[src/rtl/freq_meas_ctrl.sv]
// Measurement sequencer for the equal-precision frequency meter: gate window, count
// capture, and freq = cnt_test * CLK_STAND_FREQ / cnt_stand through a 64-step divider.
module freq_meas_ctrl #(
    parameter int unsigned CNT_PRE        = 25_000_000,
    parameter int unsigned CNT_GATE       = 100_000_000,
    parameter int unsigned CNT_POST       = 25_000_000,
    parameter int unsigned CLK_STAND_FREQ = 100_000_000,
    parameter int unsigned TIMEOUT        = 50_000_000
) (
    input  logic        i_sys_clk,
    input  logic        i_sys_rst,
    input  logic        i_start,
    input  logic        i_cont_mode,
    input  logic        i_abort,
    input  logic        i_cnt_valid,
    input  logic [31:0] i_cnt_test,
    input  logic [31:0] i_cnt_stand,
    output logic        o_gate_s,
    output logic        o_busy,
    output logic [31:0] o_freq,
    output logic        o_freq_valid,
    output logic        o_err_zero,
    output logic        o_err_timeout
);
    typedef enum logic [2:0] {
        S_IDLE, S_PRE, S_GATE, S_POST, S_WAIT, S_MUL, S_DIV, S_DONE
    } state_t;

    state_t      r_state;
    logic [31:0] r_cnt, r_test, r_stand, r_rem, r_freq;
    logic [63:0] r_quo;
    logic        r_have, r_gate, r_busy, r_fv, r_ez, r_et;

    logic [63:0] w_prod;
    logic [32:0] w_rem_sh;
    logic        w_fits;
    logic [31:0] w_rem_nx;
    logic [63:0] w_quo_nx;
    logic        w_capture;

    assign w_prod    = 64'(r_test) * 64'(CLK_STAND_FREQ);
    // Restoring step: shift the next dividend bit into the remainder, subtract if it fits.
    // The remainder stays below the 32-bit divisor, so the low 32 bits hold it exactly.
    assign w_rem_sh  = {r_rem, r_quo[63]};
    assign w_fits    = (w_rem_sh >= {1'b0, r_stand});
    assign w_rem_nx  = w_fits ? (w_rem_sh[31:0] - r_stand) : w_rem_sh[31:0];
    assign w_quo_nx  = {r_quo[62:0], w_fits};
    assign w_capture = i_cnt_valid &&
                       (r_state == S_GATE || r_state == S_POST || r_state == S_WAIT);

    always_ff @(posedge i_sys_clk) begin
        if (i_sys_rst) begin
            r_state <= S_IDLE;
            r_cnt   <= '0;
            r_test  <= '0;
            r_stand <= '0;
            r_rem   <= '0;
            r_quo   <= '0;
            r_freq  <= '0;
            r_have  <= 1'b0;
            r_gate  <= 1'b0;
            r_busy  <= 1'b0;
            r_fv    <= 1'b0;
            r_ez    <= 1'b0;
            r_et    <= 1'b0;
        end else begin
            r_fv <= 1'b0;
            r_ez <= 1'b0;
            r_et <= 1'b0;
            if (w_capture) begin
                r_test  <= i_cnt_test;
                r_stand <= i_cnt_stand;
                r_have  <= 1'b1;
            end
            if (i_abort && r_state != S_IDLE) begin
                r_state <= S_IDLE;
                r_gate  <= 1'b0;
                r_busy  <= 1'b0;
            end else begin
                case (r_state)
                    S_IDLE: if ((i_start || i_cont_mode) && !i_abort) begin
                        r_state <= S_PRE;
                        r_cnt   <= '0;
                        r_have  <= 1'b0;
                        r_busy  <= 1'b1;
                    end
                    S_PRE: if (r_cnt == CNT_PRE - 1) begin
                        r_state <= S_GATE;
                        r_cnt   <= '0;
                        r_gate  <= 1'b1;
                    end else r_cnt <= r_cnt + 32'd1;
                    S_GATE: if (r_cnt == CNT_GATE - 1) begin
                        r_state <= S_POST;
                        r_cnt   <= '0;
                        r_gate  <= 1'b0;
                    end else r_cnt <= r_cnt + 32'd1;
                    S_POST: if (r_cnt == CNT_POST - 1) begin
                        r_state <= S_WAIT;
                        r_cnt   <= '0;
                    end else r_cnt <= r_cnt + 32'd1;
                    // A strobe on the expiry cycle still wins over the timeout.
                    S_WAIT: if (r_have || i_cnt_valid) begin
                        r_state <= S_MUL;
                    end else if (r_cnt == TIMEOUT - 1) begin
                        r_et    <= 1'b1;
                        r_state <= i_cont_mode ? S_PRE : S_IDLE;
                        r_busy  <= i_cont_mode;
                        r_cnt   <= '0;
                        r_have  <= 1'b0;
                    end else r_cnt <= r_cnt + 32'd1;
                    S_MUL: if (r_stand == '0) begin
                        r_ez    <= 1'b1;
                        r_state <= i_cont_mode ? S_PRE : S_IDLE;
                        r_busy  <= i_cont_mode;
                        r_cnt   <= '0;
                        r_have  <= 1'b0;
                    end else begin
                        r_quo   <= w_prod;
                        r_rem   <= '0;
                        r_cnt   <= '0;
                        r_state <= S_DIV;
                    end
                    S_DIV: begin
                        r_quo <= w_quo_nx;
                        r_rem <= w_rem_nx;
                        if (r_cnt == 32'd63) begin
                            r_freq  <= (w_quo_nx[63:32] != '0) ? 32'hFFFF_FFFF : w_quo_nx[31:0];
                            r_fv    <= 1'b1;
                            r_state <= S_DONE;
                        end else r_cnt <= r_cnt + 32'd1;
                    end
                    S_DONE: begin
                        r_state <= i_cont_mode ? S_PRE : S_IDLE;
                        r_busy  <= i_cont_mode;
                        r_cnt   <= '0;
                        r_have  <= 1'b0;
                    end
                    default: r_state <= S_IDLE;
                endcase
            end
        end
    end

    assign o_gate_s      = r_gate;
    assign o_busy        = r_busy;
    assign o_freq        = r_freq;
    assign o_freq_valid  = r_fv;
    assign o_err_zero    = r_ez;
    assign o_err_timeout = r_et;
endmodule

[config.mk]
export PLATFORM = sky130hd
export DESIGN_NAME = freq_meas_ctrl
export DESIGN_NICKNAME = d
export VERILOG_FILES = /design/src/rtl/freq_meas_ctrl.sv
export SDC_FILE = /design/constraint.sdc
export NUM_CORES = 1
export LEC_CHECK = 0
export BUFFER_PORTS_ARGS = -buffer_cell sky130_fd_sc_hd__clkbuf_2
export CAP_MARGIN = 40
export CORE_ASPECT_RATIO = 1.75
export CORE_MARGIN = 2
export CORE_UTILIZATION = 45
export DETAILED_ROUTE_END_ITERATION = 8
export RECOVER_POWER = 25
export SYNTH_ARGS = -nofsm -noshare
export SYNTH_HDL_FRONTEND = slang
export SYNTH_SLANG_ARGS = --single-unit
[constraint.sdc]
create_clock -name i_sys_clk -period 8.5 [get_ports i_sys_clk]
set_clock_uncertainty 0.2 [all_clocks]
set_input_delay 1.7 -clock i_sys_clk [delete_from_list [all_inputs] [get_ports i_sys_clk]]
set_output_delay 1.7 -clock i_sys_clk [all_outputs]
set_load 0.005 [all_outputs]
After elaboration in Yosys (flattened, before gate mapping)
Cells that the tools add are included.
Widths: inputs -> output; s select.
{"block": "classes", "bitwise": 4, "shift": 0, "n_div": 0, "n_mul": 1, "eq_ne": 22, "order_cmp": 1, "muxes": 41, "n_reduce_logical": 27, "add_sub_neg": 2}
{"operator": "$mux 32", "count": 9}
{"operator": "$pmux 32 s6", "count": 1}
{"operator": "$pmux 64 s2", "count": 1}
{"operator": "$mux 64", "count": 1}
{"operator": "$pmux 32 s2", "count": 1}
{"operator": "$mul 32x19->51 const B", "count": 1}
{"operator": "$ge 33x32->1", "count": 1}
{"operator": "$add 32x1->32 const B", "count": 1}
{"operator": "$eq 32x25->1 const B", "count": 1}
{"operator": "$eq 32x26->1 const B", "count": 1}
{"operator": "$eq 32x27->1 const B", "count": 1}
{"operator": "$eq 32x6->1 const B", "count": 1}
{"operator": "$logic_not 32->1", "count": 1}
{"operator": "$reduce_bool 32->1", "count": 1}
{"operator": "$sub 32x32->32", "count": 1}
{"operator": "$mux 3", "count": 8}
{"operator": "$pmux 3 s8", "count": 1}
{"operator": "$mux 1", "count": 16}
{"operator": "$ne 2x2->1 const B", "count": 7}
{"operator": "$eq 3x3->1 const B", "count": 4}
{"operator": "$reduce_and 3->1", "count": 3}
{"operator": "$pmux 1 s4", "count": 2}
{"operator": "$eq 3x2->1 const B", "count": 2}
{"operator": "$ne 2x1->1 const B", "count": 3}
{"operator": "17 further kinds", "count": 29}
{"block": "word_totals", "out_inout_bits": 37, "mem_bits_rw": 0, "romBits": 0, "memories": 0, "elab_cells": 111, "latchBits": 0, "input_bits": 70, "ff_bits": 233}

Logic depth before layout (Yosys ltp)
{"block": "logic_depth", "depth_word": 9, "ltp_mapped": 23}

Worst setup path before layout
No wires, ideal clock.
{"block": "synth_timing", "path_type": "register -> register", "startpoint": "register r_test[4]", "endpoint": "register r_quo[56]", "stages_incl_launch_ff": 21, "path_buffers": 0, "synth_period_minus_slack_ps": 6309, "required_time_ps": 8188, "arrival_ps": 5997, "slack_ps": 2191, "path_cell_list": "dfxtp_1 > inv_1 > fa_1 > fa_1 > inv_1 > fa_1 > fa_1 > fa_1 > inv_1 > fa_1 > inv_1 > ha_1 > a21oi_1 > o211ai_1 > a31oi_1 > a31oi_1 > a31oi_1 > o211ai_1 > a221oi_1 > xor2_1 > a2111oi_1"}
{"block": "synth_between", "elab_chain_cells": 3}
{"element": "start, declared", "line_no": "30", "rtl": "logic [31:0] r_cnt, r_test, r_stand, r_rem, r_freq;"}
{"element": "start signal, assigned", "line_no": "71", "rtl": "r_test <= i_cnt_test;"}
{"element": "$mul 32x19->51", "line_no": "41", "rtl": "assign w_prod = 64'(r_test) * 64'(CLK_STAND_FREQ);"}
{"element": "$mux 64", "line_no": "111", "rtl": "S_MUL: if (r_stand == '0) begin"}
{"element": "$pmux 64 s2", "line_no": "80", "rtl": "case (r_state)"}
{"element": "end signal, assigned", "line_no": "118", "rtl": "r_quo <= w_prod;"}
{"element": "end signal, assigned", "line_no": "124", "rtl": "r_quo <= w_quo_nx;"}
{"element": "end, declared", "line_no": "31", "rtl": "logic [63:0] r_quo;"}
Every way passes these cells. The select of a mux whose other input is x is not followed.
A chain may end at the register's enable or synchronous reset.

Worst setup path after layout
Same ends and word-level chain as after synthesis.

==> metrics.txt <==
CP arrival roughly 7400 ps; Inserted Clock Buffers 25; Post-layout nets 3268; Routed WL 62.6 mm; worst hold start o_busy; hold path cells 2; Avg WL per Cell 18.6 um; remaining antenna violation count 0; Post-CTS Setup Inserts 0; post-layout worst setup margin approximately 1400 ps; later-pin clock latency in the skew report 570 ps; fin. max-slew vios 104; Mapped Nets around 3200; Placeable Area just over 50000 um2; Required @ worst endpoint 8760 ps; synth top area cells fa_1 (23%), dfxtp_1 (20%), ha_1 (14%); Synth top area share 23.2%; register area share after synthesis 20.2%; DRC viols 0; crit-path max FO 10; # rows 109; post-DP HPWL 50.9 mm; synth cell count leaders inv_1 (450), nand2_1 (289), fa_1 (267), ha_1 (260), dfxtp_1 (233); post-route minimum period about 7100 ps; Synth cell types 79; Root Buffer clkbuf_16; P per Cell Area 192 nW/um2; cell accounting for the most synthesized area fa_1; DR WL met3 roughly 1.9 mm; status finished, violations left; fraction of layout cells with a size suffix above 1 7.66%; IO Pins ~110; final hold viol count 0; Slew HR -128%; post-synthesis mux area share under 10%; fin util 49.4%; simple-gate share of the synthesized area 12.4%; synth warn 0; CTS tree yes; GP Congestion 0.922; final setup fails 0; Ant. Diodes 0; number of enable flip-flop cells after synthesis 0; violated checks capacitance limit, slew limit; Pwr Total 4.79 mW; min-delay worst type flop to flop; first drt pass iteration count 5; Place WS 1390 ps; crit path kind flop to flop; vias 18423; WL met2 34.2 mm; top_reg_cell synth dfxtp_1; post-synthesis xor/xnor area fraction 4.33%; most common cell in the netlist inv_1; RSZ-0062 raised after global routing no; first-pass GRT wire length 101 mm; max-cap check violation count 2; actual slew at the worst max-slew pin 3420 ps; vias in the first global route 19589; compound-cell area share of the yosys netlist between 10% and 20%; die footprint 53100 um2; Port Buffer Count 106; Crit. End Element flop; hold endpoint o_busy; Initial Utilization 45.5%; area grow syn2layout 8.41%; setup TNS 0 ps; CP Launch Type flop; Via density roughly 5.5; top routing layer in use met4; H-tree Lvls 1; Crit Reg-Reg Startpoint r_test[4]; largest net degree at the start of global routing 65; GRT Overall Usage ~24%; clk buf depth 3; Gates resized, CTS repair 0; Leak Pwr 12.5 nW; #FFs+latches synth about 230; fmax 141 MHz; Synth Cell Area ~23000 um2; DIE HEIGHT around 300 um; post-synthesis adder-cell area fraction 37.3%; Reg2Reg Depth 20; Hold-fix buffers, CTS 0; Iter 0 DRT Violations around 840; Final Cycle Share 83.6%; CTS Sinks between 200 and 250; largest family of logic cells by synthesized area adder cells; Max VDD drop 0.147 mV; Cells after Synth roughly 2600; post-synthesis async set-or-reset flop share 0%; die width 175 um; reg2reg end r_quo[56]; worst hold slack 260 ps; Clock Pin Slew Worst Setup and Hold Paths 70 ps; total gr overflow 0; R2R Setup Slk around 1400 ps; Post-Syn Area per Cell 8.78 um2; initial antenna violation count 0; met1 wire length 22.2 mm
per-stage QoR:
step / area, um2 / cells
final: 25000 / 3356
after detailed placement: 24200 / 3310
after global routing: 25000 / 3356
after CTS: 25000 / 3356
after global placement: 24100 / 3307
after floorplan: 23000 / 2625
how the worst max path moves through the flow:
stage | startpoint | to | slack (ps)
3_5_place_dp | r_test[4] | r_quo[56] | 1390
4_1_cts | r_test[4] | r_quo[56] | 1360
3_3_place_gp | r_test[4] | r_quo[56] | 1450
6_report | r_test[4] | r_quo[56] | 1390
2_1_floorplan | r_test[4] | r_quo[56] | 2190
5_1_grt | r_test[4] | r_quo[56] | 880
routing by layer:
metal  vias up  track usage [%]
li1       8832                -
met1      8993             24.2
met2       413             47.7
met3       185             2.20
met4         0             14.4
met5         -                0
critical path: stages (launching register included):
cell and delay [ps]:
dfxtp_1 600, inv_1 170, fa_1 540, fa_1 500, inv_1 50, fa_1 520, fa_1 530, fa_1 560
inv_1 60, fa_1 530, inv_1 40, ha_1 370, a21oi_1 350, o211ai_1 140, a31oi_1 170, a31oi_1 160
a31oi_1 460, o211ai_1 250, a221oi_1 320, xor2_1 110, a2111oi_1 370
where the power goes:
group          internal [mW]  switching [mW]
clock                  0.656           0.507
sequential              1.12          0.0715
combinational          0.956            1.48
total                   2.73            2.06
kinds of logic (layout without fill, tap and decap cells):
group / after synthesis / count (layout)
DFF: 233 / 233
adders and majority gates: 527 / 527
muxes: 24 / 24
and+or+nand+nor: 630 / 630
xor gates and xnor gates: 113 / 113
buffers and inverters: 554 / 619
AOI/OAI and AO/OA: 544 / 544
sequential cells by signal, indices dropped and copies added, names as in the netlist:
| signal | count |
|---|---|
| o_busy | 1 |
| r_quo | 64 |
| r_test | 32 |
| r_have | 1 |
| r_rem | 32 |
| r_state | 3 |
| o_gate_s | 1 |
| r_stand | 32 |
| o_freq | 32 |
| r_cnt | 32 |
| o_err_zero | 1 |
| o_freq_valid | 1 |
| o_err_timeout | 1 |
final cells by class:
class                           instances  area [um2]
Timing Repair Buffer                  123         658
Tap cell                              666         833
Fill cell                            4951       25600
Inverter                              450        1690
Multi-Input combinational cell       1838       16300
Sequential cell                       233        4660
Clock inverter                         11         140
Clock buffer                           35         713
cells in the final DEF (no fill, tap or decap), drive strengths merged, types with 66 or more instances in the layout:
cell type / n
nand2: 289
a21oi: 197
o21ai: 104
xor2: 66
nor2: 144
dfxtp: 233
clkbuf: 142
inv: 453
fa: 267
ha: 260
No activity file was read; power rests on OpenSTA's default activity.
